### src/rtl/toggle_ack_responder.sv
// Destination side of a two-phase toggle flag/ack crossing: synchronise the request toggle,
// pulse FLAG_OUT, hold BUSY until DONE, then flip ACK_TOGGLE. Optional: TOGGLE_ACK_TIMEOUT_EN.
module toggle_ack_responder #(
   parameter int unsigned SYNC_STAGES    = 2,
   parameter int unsigned DATA_WIDTH     = 8,
   parameter int unsigned TIMEOUT_CYCLES = 255
) (
   input  logic                  CLK,
   input  logic                  RESET_N,
   input  logic                  REQ_TOGGLE_ASYNC,
   input  logic [DATA_WIDTH-1:0] REQ_DATA_ASYNC,
   output logic                  ACK_TOGGLE,
   output logic                  FLAG_OUT,
   output logic [DATA_WIDTH-1:0] DATA_OUT,
   input  logic                  DONE,
   output logic                  BUSY,
   output logic [15:0]           REQ_COUNT,
   output logic                  OVERRUN,
   output logic                  TIMEOUT
);

   typedef enum logic [1:0] {StIdle, StFlag, StWaitDone} state_e;

   state_e                  state_q, state_d;
   logic [SYNC_STAGES-1:0]  sync_q;
   logic                    prev_q;
   logic                    req_edge;
   logic                    ack_q, ack_d;
   logic [15:0]             count_q, count_d;
   logic [DATA_WIDTH-1:0]   data_q, data_d;
   logic                    overrun_q, overrun_d;
   logic                    busy;
   logic                    timeout_hit;

   assign req_edge = sync_q[SYNC_STAGES-1] ^ prev_q;
   assign busy     = (state_q != StIdle);

`ifdef TOGGLE_ACK_TIMEOUT_EN
   logic [15:0] wait_cnt_q, wait_cnt_d;
   logic        timeout_q;

   assign timeout_hit = busy && !DONE && (wait_cnt_q == 16'(TIMEOUT_CYCLES));

   always_comb begin
      wait_cnt_d = wait_cnt_q;
      if (state_q == StIdle && req_edge) begin
         wait_cnt_d = '0;
      end else if (busy && !DONE) begin
         wait_cnt_d = wait_cnt_q + 16'd1;
      end
   end

   always_ff @(posedge CLK) begin
      if (!RESET_N) begin
         wait_cnt_q <= '0;
         timeout_q  <= 1'b0;
      end else begin
         wait_cnt_q <= wait_cnt_d;
         if (timeout_hit) timeout_q <= 1'b1;
      end
   end

   assign TIMEOUT = timeout_q;
`else
   logic unused_timeout_cfg;

   assign unused_timeout_cfg = ^16'(TIMEOUT_CYCLES);
   assign timeout_hit        = 1'b0;
   assign TIMEOUT            = 1'b0;
`endif

   always_comb begin
      state_d   = state_q;
      ack_d     = ack_q;
      count_d   = count_q;
      data_d    = data_q;
      overrun_d = overrun_q;
      unique case (state_q)
         StIdle: begin
            if (req_edge) begin
               state_d = StFlag;
               data_d  = REQ_DATA_ASYNC;
            end
         end
         StFlag, StWaitDone: begin
            // A new toggle before our ack is a protocol violation; it is dropped, not queued.
            if (req_edge) overrun_d = 1'b1;
            if (DONE || timeout_hit) begin
               state_d = StIdle;
               ack_d   = ~ack_q;
               count_d = count_q + 16'd1;
            end else begin
               state_d = StWaitDone;
            end
         end
         default: state_d = StIdle;
      endcase
   end

   always_ff @(posedge CLK) begin
      if (!RESET_N) begin
         state_q   <= StIdle;
         sync_q    <= '0;
         prev_q    <= 1'b0;
         ack_q     <= 1'b0;
         count_q   <= '0;
         data_q    <= '0;
         overrun_q <= 1'b0;
      end else begin
         state_q   <= state_d;
         sync_q    <= {sync_q[SYNC_STAGES-2:0], REQ_TOGGLE_ASYNC};
         prev_q    <= sync_q[SYNC_STAGES-1];
         ack_q     <= ack_d;
         count_q   <= count_d;
         data_q    <= data_d;
         overrun_q <= overrun_d;
      end
   end

   assign ACK_TOGGLE = ack_q;
   assign FLAG_OUT   = (state_q == StFlag);
   assign BUSY       = busy;
   assign DATA_OUT   = data_q;
   assign REQ_COUNT  = count_q;
   assign OVERRUN    = overrun_q;

endmodule
### config.mk
export PLATFORM = sky130hd
export DESIGN_NAME = toggle_ack_responder
export DESIGN_NICKNAME = d
export VERILOG_FILES = /design/src/rtl/toggle_ack_responder.sv
export SDC_FILE = /design/constraint.sdc
export NUM_CORES = 1
export LEC_CHECK = 0
export CORE_MARGIN = 1
export CORE_UTILIZATION = 30
export DETAILED_ROUTE_END_ITERATION = 7
export PLACE_DENSITY = 0.67
export SYNTH_ARGS = -nofsm -noshare
export SYNTH_HDL_FRONTEND = slang
export SYNTH_SLANG_ARGS = --single-unit
### constraint.sdc
create_clock -name CLK -period 2.19 [get_ports CLK]
set_clock_uncertainty 0.05 [all_clocks]
set_input_delay 0.219 -clock CLK [delete_from_list [all_inputs] [get_ports CLK]]
set_output_delay 0.219 -clock CLK [all_outputs]
set_load 0.02 [all_outputs]
# ---- Yosys cells after proc, flatten, opt, wreduce, memory -nomap -nowiden
# Cells that the tools add are included.
dict set report word_totals {
  elab_cells 22
  ff_bits 31
  input_bits 12
}
dict set report classes {
  eq_ne 3
  addsub 1
  bitwise 2
  mux 3
  reduce_logical 6
}
# cell count
set op_table {}
lappend op_table {{adder 16 x 1 -> 16 bit (second input constant)} 1}
lappend op_table {{AND reduction 2 bit} 3}
lappend op_table {{two-way mux 2 bit} 2}
lappend op_table {{one-hot mux 2 bit (2 select lines)} 1}
lappend op_table {{== test 2 x 1 -> 1 bit (second input constant)} 1}
lappend op_table {{== test 2 bit (second input constant)} 1}
lappend op_table {{zero test 2 bit} 1}
lappend op_table {{!= test 2 bit (second input constant)} 1}
lappend op_table {{nonzero test 2 bit} 1}
lappend op_table {{OR reduction 2 bit} 1}
lappend op_table {{inverter 1 bit} 1}
lappend op_table {{bitwise XOR 1 bit} 1}

# ---- Longest topological paths before layout
dict set report depth {
  depth_word 3
  ltp_mapped 7
  ltp_nobuf 6
}

# ---- Least setup slack after synthesis
# No wires, ideal clock.
dict set report synth_path {
  kind {reg-to-reg}
  startpoint {register state_q[0]}
  endpoint {register state_q[1]}
  arrival_time_ps 1573
  path_stages_with_launch 8
  n_path_buf 1
  period_less_slack_ps 1693
  path_slack_ps 497
  path_cell_list {dfxtp_1 inv_1 ha_1 buf_2 inv_1 nor2_1 or4b_1 a21oi_1}
}
dict set report synth_via {
  elab_chain_len 3
  word_cells_on_any_way 6
  cone_classes {eq/ne (3); mux (1); reduce/logical (2)}
}
# element line_no
set synth_lines {}
lappend synth_lines {{start: declaration} 24} ;# state_e state_q, state_d;
lappend synth_lines {{start signal: assignment} 102} ;# state_q <= StIdle;
lappend synth_lines {{start signal: assignment} 110} ;# state_q <= state_d;
lappend synth_lines {{== test 2 x 1 -> 1 bit / == test 2 bit (equally long branches)} 78} ;# unique case (state_q)
lappend synth_lines {{OR reduction 2 bit} 78}
lappend synth_lines {{one-hot mux 2 bit (2 select lines)} 78}
# Several ways; a longest one is shown, not always the timed one.
# A chain may end at the register's enable or synchronous reset.

# ---- Worst setup path after layout
dict set report layout_path {
  startpoint {register state_q[0]}
  endpoint {output BUSY}
}
dict set report layout_via {
  elab_chain_len 1
}
# element line_no
set layout_lines {}
lappend layout_lines {{nonzero test 2 bit} 36} ;# assign busy = (state_q != StIdle);
lappend layout_lines {{end: declaration} 16} ;# output logic BUSY,
# No other way between the ends.

==> impl_metrics.ini <==
[pwr]
ir_worst_vdd_uv = 311
cellLeakagePower_uw = 0.000690
p_per_area_mw_per_mm2 = 617

[grt]
overflow = 0
grt_max_degree = 22
gr-usage-all-layers = 0.140
antenna_found_initial = 0
grt_pass1_vias = 1050
grt_pass1_wl_um = 4730

[cts]
htree_num_levels = 2
clk_pin_slew_ps = 70
clockRootBuffer = clkbuf_8
clock_latency_ps = 290
cts_made_buffers = 5
cts_sinks = 31
holdBufCountCts = 0
cts_tree = yes
clk_path_buf_depth = 2
post_cts_buffers = 0
cts_resized = 0

[placed_design]
gp_congestion = 0.763
dp_hpwl_um = 2010
place_area_mm2 = 0.00178
dp_slack_ps = 390
place_inst = 233
numPortBuffers = 39

[floorplanning]
core_area_mm2 = 0.00414
initial_core_util = 0.324
die_y_um = 68.9
std_cell_rows = 23
ios = 41
dieArea_mm2 = 0.00475
die_x_um = 68.9

[synthesis]
netlist_instances = 148
synth_edf_count = 0
avgSynthCellArea_um2 = 9.08
syn_nets = 164
synth_top_cell_by_area = dfxtp_1
ys_top_cells_by_count = dfxtp_1 (31), nand2_1 (18), nor2_1 (15)
synth_area_mm2 = 0.00134
synth_area_leaders = dfxtp_1 (46%), nand2_1 (5.0%), a21oi_1 (4.8%)
synth_top_area_share = 0.462
synthArstFlopShare = 0
ys_seq_area_frac = 0.462
synthFlopType = dfxtp_1
synth_warnings = 0
synth_seq_cells = 31
yosysUniqueCellTypes = 31
yosysMostFrequentCell = dfxtp_1

[routing]
drc = 0
drt_iter0_drc = 75
routed-wl-met2_um = 1160
vias_per_cell = 4.61
met3_wirelength_um = 227
m1WireLength_um = 1390
ant_nets = 0
vias = 1111
route.detailed.wl_per_inst_um = 11.8
dr.pass1.iters = 4
wirelength_um = 2840
top_layer_used = met4

[critical_path]
cp_data_arrival_time_ps = 1780
end_kind = output port
crit_path_max_fanout = 10
cp_slowest_stage_delay_ps = 610
critPathKind = reg2out
crit_top_cell = inv_1
cp_top_family = buffers and inverters
path_cells = inv_1 > ha_1 > inv_1 > clkdlybuf4s50_1
path_buf_inv = 3
worst_path_max_delay_cell = clkdlybuf4s50_1
startpoint_type = register
worstPathRequired_ps = 1920

[cells_and_area]
drive_gt1_frac = 0.0890
nNetsFinal = 206
antenna_cells = 0
final_cell_area_mm2 = 0.00187
areaGrowthSynthToFinish_pct = 38.8
final_util = 0.450
fillers = 434
instances_no_fill = 241

[sta]
min_period_ps = 2050
tns_ps = 0
finalHoldViolCount = 0
setup_ws_ps = 138
rsz0062_at_grt = false
fin_crit_sh = 0.937
slew_violations = 0
fmax_mhz = 487
setup_viol = 0

[outcome]
status = complete, no violations

[job]
maxCapViolCount = 0

[min_path]
hp-class = reg2reg
-- cell type report --
cell class,count,area (um^2),share of cell area
multi-input cells,104,662,0.355
repair buffers,41,405,0.217
well taps,50,62.6,0.0335
flip-flops and latches,31,621,0.333
clock buffers,5,68.8,0.0369
inverters,7,26.3,0.0141
clock inverters,3,20.0,0.0107
-- flip-flops by register name (all words and copies together) (netlist names) --
signal      flops
state_q         2
ACK_TOGGLE      1
sync_q          2
DATA_OUT        8
OVERRUN         1
prev_q          1
REQ_COUNT      16
-- worst paths after layout --
kind	startpoint	endpoint	slack (ps)	cells past startpoint
max	state_q[0]$_SDFFE_PN0P_	BUSY	140	4
min	sync_q[0]$_SDFF_PN0_	sync_q[1]$_SDFF_PN0_	400	1
max reg2reg	state_q[1]$_SDFFE_PN0P_	REQ_COUNT[13]$_SDFFE_PN0P_	390	6
min reg2reg	sync_q[0]$_SDFF_PN0_	sync_q[1]$_SDFF_PN0_	400	1
-- metrics by stage --
stage | hold slack [ps] | power (uW)
4_1_cts | 401 | 1170
2_1_floorplan | 291 | 664
3_3_place_gp | 363 | 725
5_1_grt | 427 | 1210
6_report | 397 | 1150
3_5_place_dp | 368 | 725
-- placed cells by master, fill, tap and decap left out, types with 2 or more instances in the layout --
master	count
clkbuf_8	5
clkdlybuf4s50_1	39
nor3_1	5
o21ai_0	3
nor2_1	15
nand4_1	3
and2_1	3
xor2_1	6
xnor2_1	7
or3_1	2
nand3_1	11
buf_4	2
nand4_2	2
a21oi_1	13
nor4_4	3
inv_1	6
ha_1	4
dfxtp_1	31
clkinvlp_4	2
nand2_1	18
-- cell families (layout without fill, tap and decap cells) --
| family | count (synthesis) | after routing | share of synthesized area |
|---|---|---|---|
| other | 1 | 1 | 0.00279 |
| buffers and inverters | 13 | 56 | 0.0456 |
| AOI/OAI and AO/OA | 16 | 16 | 0.0596 |
| adders and majority gates | 4 | 4 | 0.0372 |
| muxes | 1 | 1 | 0.00745 |
| xor gates and xnor gates | 13 | 13 | 0.0847 |
| and+or+nand+nor | 69 | 69 | 0.301 |
| DFF | 31 | 31 | 0.462 |
-- where the power goes --
part	internal (uW)	total (uW)	switching, uW
clock	221	440	219
sequential	579	588	9.59
combinational	58.6	124	65.0
total	858	1150	294
-- per-layer routing --
metal  global-route usage  vias to the layer above
li1                     -                      580
met1                0.176                      493
met2                0.201                       32
met3               0.0559                        6
met4               0.0765                        0
met5                    0                        -
(Power assumes the default switching activity.)
